==> src/rtl/serial_word_packer_if.sv <==
// serial_word_packer_if: bit-serial input and word output bundle; o_parity exists only with SERIAL_WORD_PACKER_PARITY_EN
interface serial_word_packer_if #(parameter int WIDTH = 8);
  logic i_a;
  logic i_valid;
  logic i_clear;
  logic [WIDTH-1:0] o_a;
  logic o_done;
  logic [$clog2(WIDTH)-1:0] o_count;
  logic [WIDTH-1:0] o_partial;
`ifdef SERIAL_WORD_PACKER_PARITY_EN
  logic o_parity;
  modport master(output i_a, i_valid, i_clear, input o_a, o_done, o_count, o_partial, o_parity);
  modport slave(input i_a, i_valid, i_clear, output o_a, o_done, o_count, o_partial, o_parity);
`else
  modport master(output i_a, i_valid, i_clear, input o_a, o_done, o_count, o_partial);
  modport slave(input i_a, i_valid, i_clear, output o_a, o_done, o_count, o_partial);
`endif
endinterface

==> src/rtl/serial_word_packer.sv <==
// serial_word_packer: serial-to-parallel packer with wrapping bit index and done strobe; SERIAL_WORD_PACKER_PARITY_EN adds o_parity
module serial_word_packer #(
  parameter int WIDTH = 8,
  parameter bit MSB_FIRST = 1'b0
) (
  input logic i_clk,
  input logic i_rst,
  serial_word_packer_if.slave bus
);
  localparam int CW = $clog2(WIDTH);
  localparam logic [CW-1:0] LAST = CW'(WIDTH - 1);
  logic [WIDTH-1:0] acc;
  logic [WIDTH-1:0] word;
  logic [WIDTH-1:0] next_word;
  logic [CW-1:0] cnt;
  logic [CW-1:0] idx;
  logic done;
  logic last;
  always_comb idx = MSB_FIRST ? LAST - cnt : cnt;
  always_comb last = cnt == LAST;
  always_comb begin
    next_word = acc;
    next_word[idx] = bus.i_a;
  end
  // explicit wrap at LAST keeps cnt in range for non-power-of-two WIDTH
  always_ff @(posedge i_clk or posedge i_rst) begin
    if (i_rst) begin
      acc <= '0;
      cnt <= '0;
      word <= '0;
      done <= 1'b0;
    end else if (bus.i_clear) begin
      acc <= '0;
      cnt <= '0;
      done <= 1'b0;
    end else if (bus.i_valid) begin
      acc <= last ? '0 : next_word;
      cnt <= last ? '0 : cnt + 1'b1;
      done <= last;
      if (last) word <= next_word;
    end else begin
      done <= 1'b0;
    end
  end
`ifdef SERIAL_WORD_PACKER_PARITY_EN
  logic parity;
  always_ff @(posedge i_clk or posedge i_rst) begin
    if (i_rst) parity <= 1'b0;
    else if (!bus.i_clear && bus.i_valid && last) parity <= ^next_word;
  end
  assign bus.o_parity = parity;
`endif
  assign bus.o_a = word;
  assign bus.o_done = done;
  assign bus.o_count = cnt;
  assign bus.o_partial = acc;
endmodule

==> src/flat_wrapper.sv <==
// flat-port wrapper written by rule: the top's interface ports become plain ports
module serial_word_packer_flat 
#(
  parameter int WIDTH = 8,
  parameter bit MSB_FIRST = 1'b0
)
  (i_clk, i_rst, bus_i_a, bus_i_valid, bus_i_clear, bus_o_a, bus_o_done, bus_o_count, bus_o_partial);
  serial_word_packer_if #(.WIDTH(WIDTH)) bus_i ();
  input logic i_clk;
  input logic i_rst;
  input wire logic [$bits(bus_i.i_a)-1:0] bus_i_a;
  input wire logic [$bits(bus_i.i_valid)-1:0] bus_i_valid;
  input wire logic [$bits(bus_i.i_clear)-1:0] bus_i_clear;
  output wire logic [$bits(bus_i.o_a)-1:0] bus_o_a;
  output wire logic [$bits(bus_i.o_done)-1:0] bus_o_done;
  output wire logic [$bits(bus_i.o_count)-1:0] bus_o_count;
  output wire logic [$bits(bus_i.o_partial)-1:0] bus_o_partial;
  assign bus_i.i_a = bus_i_a;
  assign bus_i.i_valid = bus_i_valid;
  assign bus_i.i_clear = bus_i_clear;
  assign bus_o_a = bus_i.o_a;
  assign bus_o_done = bus_i.o_done;
  assign bus_o_count = bus_i.o_count;
  assign bus_o_partial = bus_i.o_partial;
  serial_word_packer #(.WIDTH(WIDTH), .MSB_FIRST(MSB_FIRST)) u_core (.i_clk(i_clk), .i_rst(i_rst), .bus(bus_i));
endmodule
==> config.mk <==
export PLATFORM = sky130hd
export DESIGN_NAME = serial_word_packer_flat
export DESIGN_NICKNAME = d
export VERILOG_FILES = /design/src/rtl/serial_word_packer_if.sv /design/src/rtl/serial_word_packer.sv /design/src/flat_wrapper.sv
export SDC_FILE = /design/constraint.sdc
export NUM_CORES = 1
export LEC_CHECK = 0
export CORE_MARGIN = 2
export CORE_UTILIZATION = 51
export CTS_CLUSTER_DIAMETER = 50
export DETAILED_ROUTE_END_ITERATION = 10
export GPL_ROUTABILITY_DRIVEN = 0
export GPL_TIMING_DRIVEN = 1
export HOLD_SLACK_MARGIN = 0.06
export PLACE_DENSITY = 0.82
export SYNTH_ARGS = -nofsm -noshare
export SYNTH_HDL_FRONTEND = slang
export SYNTH_SLANG_ARGS = --single-unit
==> constraint.sdc <==
create_clock -name i_clk -period 5 [get_ports i_clk]
set_clock_uncertainty 0.1 [all_clocks]
set_input_delay 0.75 -clock i_clk [delete_from_list [all_inputs] [get_ports i_clk]]
set_output_delay 0.75 -clock i_clk [all_outputs]
set_load 0.02 [all_outputs]
==> results of run 1 <==
==> registers in the layout (all words and copies together) (netlist names) <==
register,cells
u_core.bus.o_done,1
u_core.bus.o_partial,8
u_core.bus.o_count,3
u_core.bus.o_a,8
==> cell usage in the layout (no fill, tap or decap), drive strengths merged, types with 2 or more instances in the layout <==
master,instances
nand2,7
nand4,4
a31oi,5
nor2,10
ha,3
clkdlybuf4s50,24
o311ai,2
nand2b,3
mux2i,2
o21ai,5
dfrtp,20
clkbuf,3
o211ai,6
nor2b,5
nand3,6
o22a,2
a21boi,2
a21oi,9
==> power by group through the flow <==
stage / Sequential, mW / Clock (mW) / Combinational, mW
floorplan: 0.176 / 0 / 0.0273
global route: 0.176 / 0.140 / 0.0457
finish: 0.175 / 0.135 / 0.0417
global placement: 0.177 / 0 / 0.0404
detailed placement: 0.177 / 0 / 0.0414
CTS: 0.175 / 0.136 / 0.0418
==> cell families after synthesis <==
kind of cell	count (synthesis)	share of synthesized area (%)
AOI/OAI and AO/OA	34	21.5
xor gates and xnor gates	1	0.846
adders and majority gates	3	3.62
buffers and inverters	10	4.95
DFF	20	48.3
muxes	2	1.93
and+or+nand+nor	37	18.8
==> per-stage QoR <==
stage / hold WS [ps] / instance area (um2) / setup WS [ps]
after floorplan: 529 / 1040 / 3290
after global placement: 396 / 1260 / 2400
after detailed placement: 415 / 1260 / 2350
after CTS: 441 / 1320 / 2360
after global routing: 451 / 1320 / 2280
final: 434 / 1320 / 2360
==> how the worst max path moves through the flow <==
stage                                            from  cells after the start                                  end  slack (ps)
global placement                          bus_i_valid                      4        u_core.bus.o_a[6]$_DFFE_PP0P_        2400
CTS                 u_core.bus.o_count[1]$_DFFE_PP0P_                      1                       bus_o_count[1]        2360
finish              u_core.bus.o_count[1]$_DFFE_PP0P_                      1                       bus_o_count[1]        2360
floorplan           u_core.bus.o_count[0]$_DFFE_PP0P_                      4  u_core.bus.o_partial[7]$_DFFE_PP0P_        3290
global route        u_core.bus.o_count[1]$_DFFE_PP0P_                      1                       bus_o_count[1]        2280
detailed placement                        bus_i_valid                      4        u_core.bus.o_a[6]$_DFFE_PP0P_        2350
==> cell type report <==
cell class	instances	area [um2]
clock buffer	3	22.5
tap	27	33.8
multi-input combinational	77	484
inverter	1	3.75
sequential	20	500
fill	152	627
clock inverter	1	30.0
timing repair buffer	24	240
==> layer usage <==
| metal | track usage [%] | vias to the layer above | share of wire, % |
|---|---|---|---|
| met5 | 0 | - | 0 |
| met1 | 29.3 | 424 | 44 |
| met3 | 3.99 | 3 | 7.6 |
| li1 | - | 437 | - |
| met4 | 8.10 | 0 | 0.99 |
| met2 | 34.5 | 49 | 48 |
==> impl_metrics.py, run 1 <==
metrics = {
    "route": {
        "viasPerCell": 5.97,
        "drt_iter0_markers": 38,
        "wl_um": 2320,
        "detail-route-antenna-nets": 0,
        "vias": 913,
        "drt_first_pass_iters": 4,
        "drc": 0,
        "wl_per_cell_um": 15.2,
    },
    "power_and_ir_drop": {
        "pwr-share-clk_pct": 38.5,
        "p_leak_nw": 0.548,
        "finalPower_mw": 0.352,
        "seq_power_share_pct": 49.7,
        "p_int_mw": 0.263,
        "p_per_area_nw_per_um2": 268,
        "switching_share_pct": 25.1,
        "vdd_drop_max_mv": 0.204,
        "p_comb_share_pct": 11.9,
        "p_sw_mw": 0.0884,
    },
    "clocking": {
        "cts_sinks": 20,
        "cts_max_path_buffers": 2,
        "postCtsHoldBufs": 0,
        "cts_post_setup_buffers_inserted": 0,
        "cts_tree": "yes",
        "ctsResizeCount": 0,
        "root_buffer": "clkbuf_4",
        "htreeDepth": 1,
        "clkSlewWorstSetupHoldPaths_ps": 110,
        "cts_made_buffers": 3,
        "clk_latency_ps": 320,
    },
    "logic_synthesis": {
        "synthFlopType": "dfrtp_1",
        "synth-edff-count": 0,
        "synth_top_area_share_pct": 48.3,
        "synth_async_sr_flop_share_pct": 100,
        "ys_seq_area_share_pct": 48.3,
        "synth_area_leaders": "dfrtp_1 (48%), a21oi_1 (4.3%), o211ai_1 (4.3%)",
        "synth.most_common_cell": "dfrtp_1",
        "synth_top_area_cell": "dfrtp_1",
        "yosysWarnings": 0,
        "syn-cell-area_um2": 1040,
        "syn_inst": 107,
        "synth_cell_types": 27,
        "synth_common_cells": "dfrtp_1 (20), nor2_1 (10), a21oi_1 (9)",
        "synth.avg_cell_area_um2": 9.68,
        "synth_seq_cells": 20,
        "synth_nets": 115,
    },
    "global_route": {
        "gr-total-overflow": 0,
        "grt_max_degree": 21,
        "grtUsageTotal_pct": 21.6,
        "grt_pass1_wl_um": 4110,
        "grt_pass1_vias": 909,
        "antenna_found_initial": 0,
    },
    "timing": {
        "worstMarginPinSlew_ps": 757,
        "finalHoldViolations": 0,
        "slew_headroom_pct": 49.5,
        "rsz0062_at_grt": "false",
        "max_freq_mhz": 378,
        "drv_slew": 0,
        "timing.final.crit_share_pct": 52.9,
        "setup_viol": 0,
        "tns_ps": 0,
        "fin_crit_ps": 2640,
    },
    "setup_path": {
        "crit_buf_inv": 1,
        "crit-reg2reg-launch": "u_core.bus.o_count[1]$_DFFE_PP0P_",
        "crit_chain": "clkdlybuf4s50_1",
        "reg2reg_depth": 5,
        "cp.arrival_ps": 1790,
        "crit_type": "reg2out",
        "crit_fanout": 20,
        "r2r_setup_slack_ps": 2760,
        "critPathSlowestCell": "dfrtp_1",
        "slowest_delay_ps": 760,
        "end_kind": "output pin",
        "start_kind": "register",
        "cp_top_family": "flip-flops",
        "crit_required_ps": 4150,
        "rr_endpoint": "u_core.bus.o_a[6]$_DFFE_PP0P_",
    },
    "layout": {
        "area_growth_pct": 26.9,
        "final_nets": 135,
        "drive_gt1_share_pct": 4.76,
        "finalNonFillerCells": 153,
        "fin_util_pct": 67.7,
        "n_antenna_cell": 0,
    },
    "worst_hold_path": {
        "holdPathEnd": "u_core.bus.o_a[6]$_DFFE_PP0P_",
        "hp-class": "reg2reg",
        "min_delay_path_depth": 1,
        "worstHoldStart": "u_core.bus.o_a[6]$_DFFE_PP0P_",
    },
    "die": {
        "core_um2": 1940,
        "dieArea_um2": 2410,
        "start_util_pct": 53.4,
        "die_x_um": 49.1,
        "die_h_um": 49.1,
        "rows": 16,
        "io_pins": 25,
    },
    "placed_design": {
        "portBuffers": 24,
        "dpl.hpwl_um": 1600,
        "dp.cells": 149,
    },
    "run": {
        "max-cap-violations": 0,
    },
    "outcome": {
        "status": "completed",
    },
}
Note: power is estimated with default switching activity, not from simulation.
==> run 2, diff against run 1 <==
--- a/config.mk
+++ b/config.mk
@@ -6,13 +6,13 @@
 export NUM_CORES = 1
 export LEC_CHECK = 0
 export CORE_MARGIN = 2
-export CORE_UTILIZATION = 51
+export CORE_UTILIZATION = 48
 export CTS_CLUSTER_DIAMETER = 50
 export DETAILED_ROUTE_END_ITERATION = 10
 export GPL_ROUTABILITY_DRIVEN = 0
 export GPL_TIMING_DRIVEN = 1
 export HOLD_SLACK_MARGIN = 0.06
-export PLACE_DENSITY = 0.82
+export PLACE_DENSITY = 0.78
 export SYNTH_ARGS = -nofsm -noshare
 export SYNTH_HDL_FRONTEND = slang
 export SYNTH_SLANG_ARGS = --single-unit
==> constraint.sdc (replaced) <==
create_clock -name i_clk -period 2.6 [get_ports i_clk]
set_clock_uncertainty 0.1 [all_clocks]
set_input_delay 0.39 -clock i_clk [delete_from_list [all_inputs] [get_ports i_clk]]
set_output_delay 0.39 -clock i_clk [all_outputs]
set_load 0.02 [all_outputs]
==> run 2 against run 1 <==
Worst setup slack got worse by 2000 ps; flip-flop and latch count unchanged; first-iteration DRC count decreased by 68%; wire length decreased by 6.3%.
==> impl_metrics.py, run 2 (same netlist as run 1, synthesis figures left out) <==
metrics = {
    "die": {
        "die_x_um": 50.5,
        "core_um2": 2000,
        "io_pins": 25,
        "rows": 16,
        "dieArea_um2": 2550,
        "start_util_pct": 51.8,
        "die_h_um": 50.5,
    },
    "timing": {
        "finalHoldViolations": 0,
        "drv_slew": 0,
        "tns_ps": 0,
        "rsz0062_at_grt": "false",
        "fin_crit_ps": 2250,
        "fin_ws_ps": 355,
        "max_freq_mhz": 445,
        "slew_headroom_pct": 51.3,
        "worstMarginPinSlew_ps": 729,
        "setup_viol": 0,
        "timing.final.crit_share_pct": 86.4,
    },
    "setup_path": {
        "crit_buf_inv": 1,
        "crit_required_ps": 2110,
        "path_depth": 1,
        "crit_chain": "clkdlybuf4s50_1",
        "reg2reg_depth": 5,
        "start_kind": "register",
        "crit_type": "reg2out",
        "cp.arrival_ps": 1760,
        "critPathSlowestCell": "dfrtp_1",
        "slowest_delay_ps": 740,
        "end_kind": "output pin",
        "cp_top_family": "flip-flops",
        "crit_fanout": 20,
        "r2r_setup_slack_ps": 570,
    },
    "clocking": {
        "root_buffer": "clkbuf_4",
        "cts_made_buffers": 3,
        "cts_max_path_buffers": 2,
        "cts_tree": "yes",
        "htreeDepth": 1,
        "postCtsHoldBufs": 0,
        "cts_sinks": 20,
        "clk_latency_ps": 290,
        "clkSlewWorstSetupHoldPaths_ps": 100,
        "ctsResizeCount": 0,
        "cts_post_setup_buffers_inserted": 0,
    },
    "placed_design": {
        "place_ws_ps": 515,
        "dpl.hpwl_um": 1630,
        "portBuffers": 24,
        "postPlaceCellArea_um2": 1280,
    },
    "route": {
        "detail-route-antenna-nets": 0,
        "viasPerCell": 5.81,
        "wl_um": 2180,
        "vias": 894,
        "drc": 0,
        "drt_iter0_markers": 12,
        "drt_first_pass_iters": 4,
        "wl_per_cell_um": 14.1,
    },
    "global_route": {
        "grtUsageTotal_pct": 18.9,
        "grt_max_degree": 21,
        "grt_pass1_wl_um": 3640,
        "antenna_found_initial": 0,
        "gr-total-overflow": 0,
        "grt_pass1_vias": 854,
    },
    "outcome": {
        "status": "completed",
    },
    "power_and_ir_drop": {
        "p_sw_mw": 0.151,
        "switching_share_pct": 27.2,
        "seq_power_share_pct": 60.2,
        "p_leak_nw": 0.544,
        "p_per_area_nw_per_um2": 428,
        "vdd_drop_max_mv": 0.289,
        "pwr-share-clk_pct": 25.3,
        "p_int_mw": 0.405,
        "p_comb_share_pct": 14.5,
    },
    "layout": {
        "n_antenna_cell": 0,
        "final_common_cell": "clkdlybuf4s50_1",
        "final_nets": 137,
        "fin_util_pct": 64.9,
        "area_growth_pct": 25.5,
        "drive_gt1_share_pct": 5.51,
        "layout_common_cells": "clkdlybuf4s50_1 (24), dfrtp_1 (20), nor2_1 (10)",
        "nFillCells": 168,
        "final_area_um2": 1300,
    },
    "run": {
        "max-cap-violations": 0,
    },
    "worst_hold_path": {
        "hp-class": "in2async",
    },
}
-- run 2: layer usage --
metal,part of all wire [%],global-route usage (%)
met1,43,23.1
met5,0,0
met3,5.3,2.98
met4,2.5,8.11
met2,49,32.9
-- run 2: metrics by stage --
step / hold slack [ps] / cells / total power, mW
after global routing: 450 / 154 / 0.584
after floorplan: 254 / 107 / 0.391
after detailed placement: 397 / 151 / 0.422
after CTS: 421 / 154 / 0.560
after global placement: 397 / 151 / 0.419
final: 410 / 154 / 0.556
-- run 2: area by class of cell --
cell class                      count  area (um2)  area share, %
Tap cell                           27        33.8           2.60
Clock buffer                        3        22.5           1.73
Timing Repair Buffer               26         255           19.6
Inverter                            1        3.75          0.289
Sequential cell                    20         500           38.5
Multi-Input combinational cell     77         484           37.2
-- run 2: power by group through the flow --
stage,Combinational [mW],Sequential [mW],Clock (mW)
2_1_floorplan,0.0525,0.338,0
3_3_place_gp,0.0777,0.341,0
3_5_place_dp,0.0806,0.341,0
4_1_cts,0.0811,0.335,0.144
5_1_grt,0.0883,0.338,0.158
6_report,0.0807,0.335,0.141
-- run 2: worst paths after layout --
| check | from | endpoint |
|---|---|---|
| worst max-delay path | u_core.bus.o_count[1]$_DFFE_PP0P_ | bus_o_count[1] |
| worst min-delay path | i_rst | u_core.bus.o_a[4]$_DFFE_PP0P_ |
| worst max register to register | u_core.bus.o_count[1]$_DFFE_PP0P_ | u_core.bus.o_partial[2]$_DFFE_PP0P_ |
| worst min register to register | u_core.bus.o_a[3]$_DFFE_PP0P_ | u_core.bus.o_a[3]$_DFFE_PP0P_ |
| max in group asynchronous | i_rst | u_core.bus.o_count[2]$_DFFE_PP0P_ |
| min in group i_clk | u_core.bus.o_a[3]$_DFFE_PP0P_ | u_core.bus.o_a[3]$_DFFE_PP0P_ |
==> run 3, diff against run 2 <==
--- a/config.mk
+++ b/config.mk
@@ -10,7 +10,7 @@
 export CTS_CLUSTER_DIAMETER = 50
 export DETAILED_ROUTE_END_ITERATION = 10
 export GPL_ROUTABILITY_DRIVEN = 0
-export GPL_TIMING_DRIVEN = 1
+export GPL_TIMING_DRIVEN = 0
 export HOLD_SLACK_MARGIN = 0.06
 export PLACE_DENSITY = 0.78
 export SYNTH_ARGS = -nofsm -noshare
==> run 3 against run 2 <==
Global-route usage increased by 1.6 points; flip-flop and latch count unchanged; register-to-register slack improved by 210 ps; clock power increased by 78%; count of clock-buffer cells in the layout unchanged; wire length increased by 10%; cell count increased by 5.2%; maximum frequency increased by 17%; critical path depth unchanged; highest routed layer unchanged.
==> impl_metrics.py, run 3 (same netlist as run 1, synthesis figures left out) <==
metrics = {
    "timing": {
        "slew_headroom_pct": 49.8,
        "drv_slew": 0,
        "max_freq_mhz": 521,
        "worstMarginPinSlew_ps": 752,
        "fin_ws_ps": 682,
        "timing.final.crit_share_pct": 73.8,
        "tns_ps": 0,
        "rsz0062_at_grt": "false",
        "whs_ps": 409,
        "setup_viol": 0,
        "finalHoldViolations": 0,
        "fin_crit_ps": 1920,
    },
    "power_and_ir_drop": {
        "pwr-share-clk_pct": 37.2,
        "p_comb_share_pct": 14.7,
        "p_leak_nw": 0.584,
        "p_per_area_nw_per_um2": 496,
        "seq_power_share_pct": 48.1,
        "p_int_mw": 0.511,
        "switching_share_pct": 24.3,
        "vdd_drop_max_mv": 0.394,
        "p_sw_mw": 0.164,
        "finalPower_mw": 0.675,
    },
    "global_route": {
        "grt_max_degree": 21,
        "grt_pass1_wl_um": 3970,
        "grtUsageTotal_pct": 20.5,
        "gr-total-overflow": 0,
        "grt_pass1_vias": 882,
        "antenna_found_initial": 0,
    },
    "layout": {
        "layout_common_cells": "clkdlybuf4s50_1 (24), dfrtp_1 (20), nor2_1 (10)",
        "nFillCells": 164,
        "n_antenna_cell": 0,
        "area_growth_pct": 31.5,
        "drive_gt1_share_pct": 8.89,
        "final_nets": 144,
        "final_common_cell": "clkdlybuf4s50_1",
    },
    "clocking": {
        "clkSlewWorstSetupHoldPaths_ps": 120,
        "cts_post_setup_buffers_inserted": 0,
        "cts_sinks": 20,
        "cts_made_buffers": 3,
        "clk_latency_ps": 300,
        "postCtsHoldBufs": 0,
        "htreeDepth": 1,
        "cts_tree": "yes",
        "cts_max_path_buffers": 2,
        "root_buffer": "clkbuf_4",
        "ctsResizeCount": 0,
    },
    "placed_design": {
        "portBuffers": 24,
        "dpl.hpwl_um": 1740,
        "place_ws_ps": 635,
    },
    "setup_path": {
        "cp.arrival_ps": 1430,
        "crit-reg2reg-launch": "u_core.bus.o_count[0]$_DFFE_PP0P_",
        "reg2reg_depth": 6,
        "cp_top_family": "buffers and inverters",
        "crit_buf_inv": 1,
        "critPathSlowestCell": "clkdlybuf4s50_1",
        "start_kind": "register",
        "slowest_delay_ps": 650,
        "crit_type": "reg2out",
        "crit_fanout": 7,
        "r2r_setup_slack_ps": 780,
        "crit_chain": "clkdlybuf4s50_1",
        "end_kind": "output pin",
        "crit_required_ps": 2110,
        "rr_endpoint": "u_core.bus.o_partial[3]$_DFFE_PP0P_",
    },
    "die": {
        "die_x_um": 50.5,
        "rows": 16,
        "io_pins": 25,
        "start_util_pct": 51.8,
        "die_h_um": 50.5,
        "dieArea_um2": 2550,
        "core_um2": 2000,
    },
    "route": {
        "viasPerCell": 5.93,
        "wl_um": 2400,
        "drt_first_pass_iters": 4,
        "drt_iter0_markers": 35,
        "drc": 0,
        "wl_per_cell_um": 14.8,
        "detail-route-antenna-nets": 0,
        "vias": 961,
    },
    "worst_hold_path": {
        "hp-class": "in2async",
    },
    "outcome": {
        "status": "completed",
    },
    "run": {
        "max-cap-violations": 0,
    },
}
-- run 3: worst max path at each step --
stage,from,to,slack (ps),cells after the start
finish,u_core.bus.o_count[2]$_DFFE_PP0P_,bus_o_count[2],680,1
global route,u_core.bus.o_count[2]$_DFFE_PP0P_,bus_o_count[2],600,1
CTS,u_core.bus.o_count[2]$_DFFE_PP0P_,bus_o_count[2],680,1
detailed placement,bus_i_valid,u_core.bus.o_partial[7]$_DFFE_PP0P_,640,5
global placement,bus_i_valid,u_core.bus.o_partial[7]$_DFFE_PP0P_,670,5
floorplan,u_core.bus.o_count[0]$_DFFE_PP0P_,u_core.bus.o_partial[7]$_DFFE_PP0P_,890,4
-- run 3: area by class of cell --
class / count / area (um2) / area share (%)
Inverter: 1 / 3.75 / 0.275
Clock inverter: 1 / 30.0 / 2.20
Tap cell: 27 / 33.8 / 2.48
Buffer: 9 / 47.5 / 3.49
Timing Repair Buffer: 24 / 240 / 17.6
Sequential cell: 20 / 500 / 36.7
Multi-Input combinational cell: 77 / 484 / 35.5
Clock buffer: 3 / 22.5 / 1.65
-- run 3: stage by stage --
step	std cells	utilization [%]	area (um2)
3_3_place_gp	158	65.4	1310
5_1_grt	162	68.1	1360
6_report	162	68.1	1360
3_5_place_dp	158	65.4	1310
2_1_floorplan	107	-	1040
4_1_cts	162	68.1	1360
-- run 3: power by group through the flow --
stage                     combinational (mW)  clock [mW]  sequential [mW]
after CTS                             0.0980       0.254            0.325
final                                 0.0993       0.251            0.325
after global routing                   0.108       0.271            0.326
after global placement                0.0944           0            0.330
after detailed placement              0.0975           0            0.331
after floorplan                       0.0525           0            0.338
-- run 3: layer usage --
layer	GRT usage (%)	share of wire [%]	routed length [um]	vias to the layer above
met5	0	0	0	-
met4	8.11	1.3	31	0
met3	2.98	8.3	200	6
met2	33.6	49	1190	60
met1	27.4	41	982	449
li1	-	-	-	446
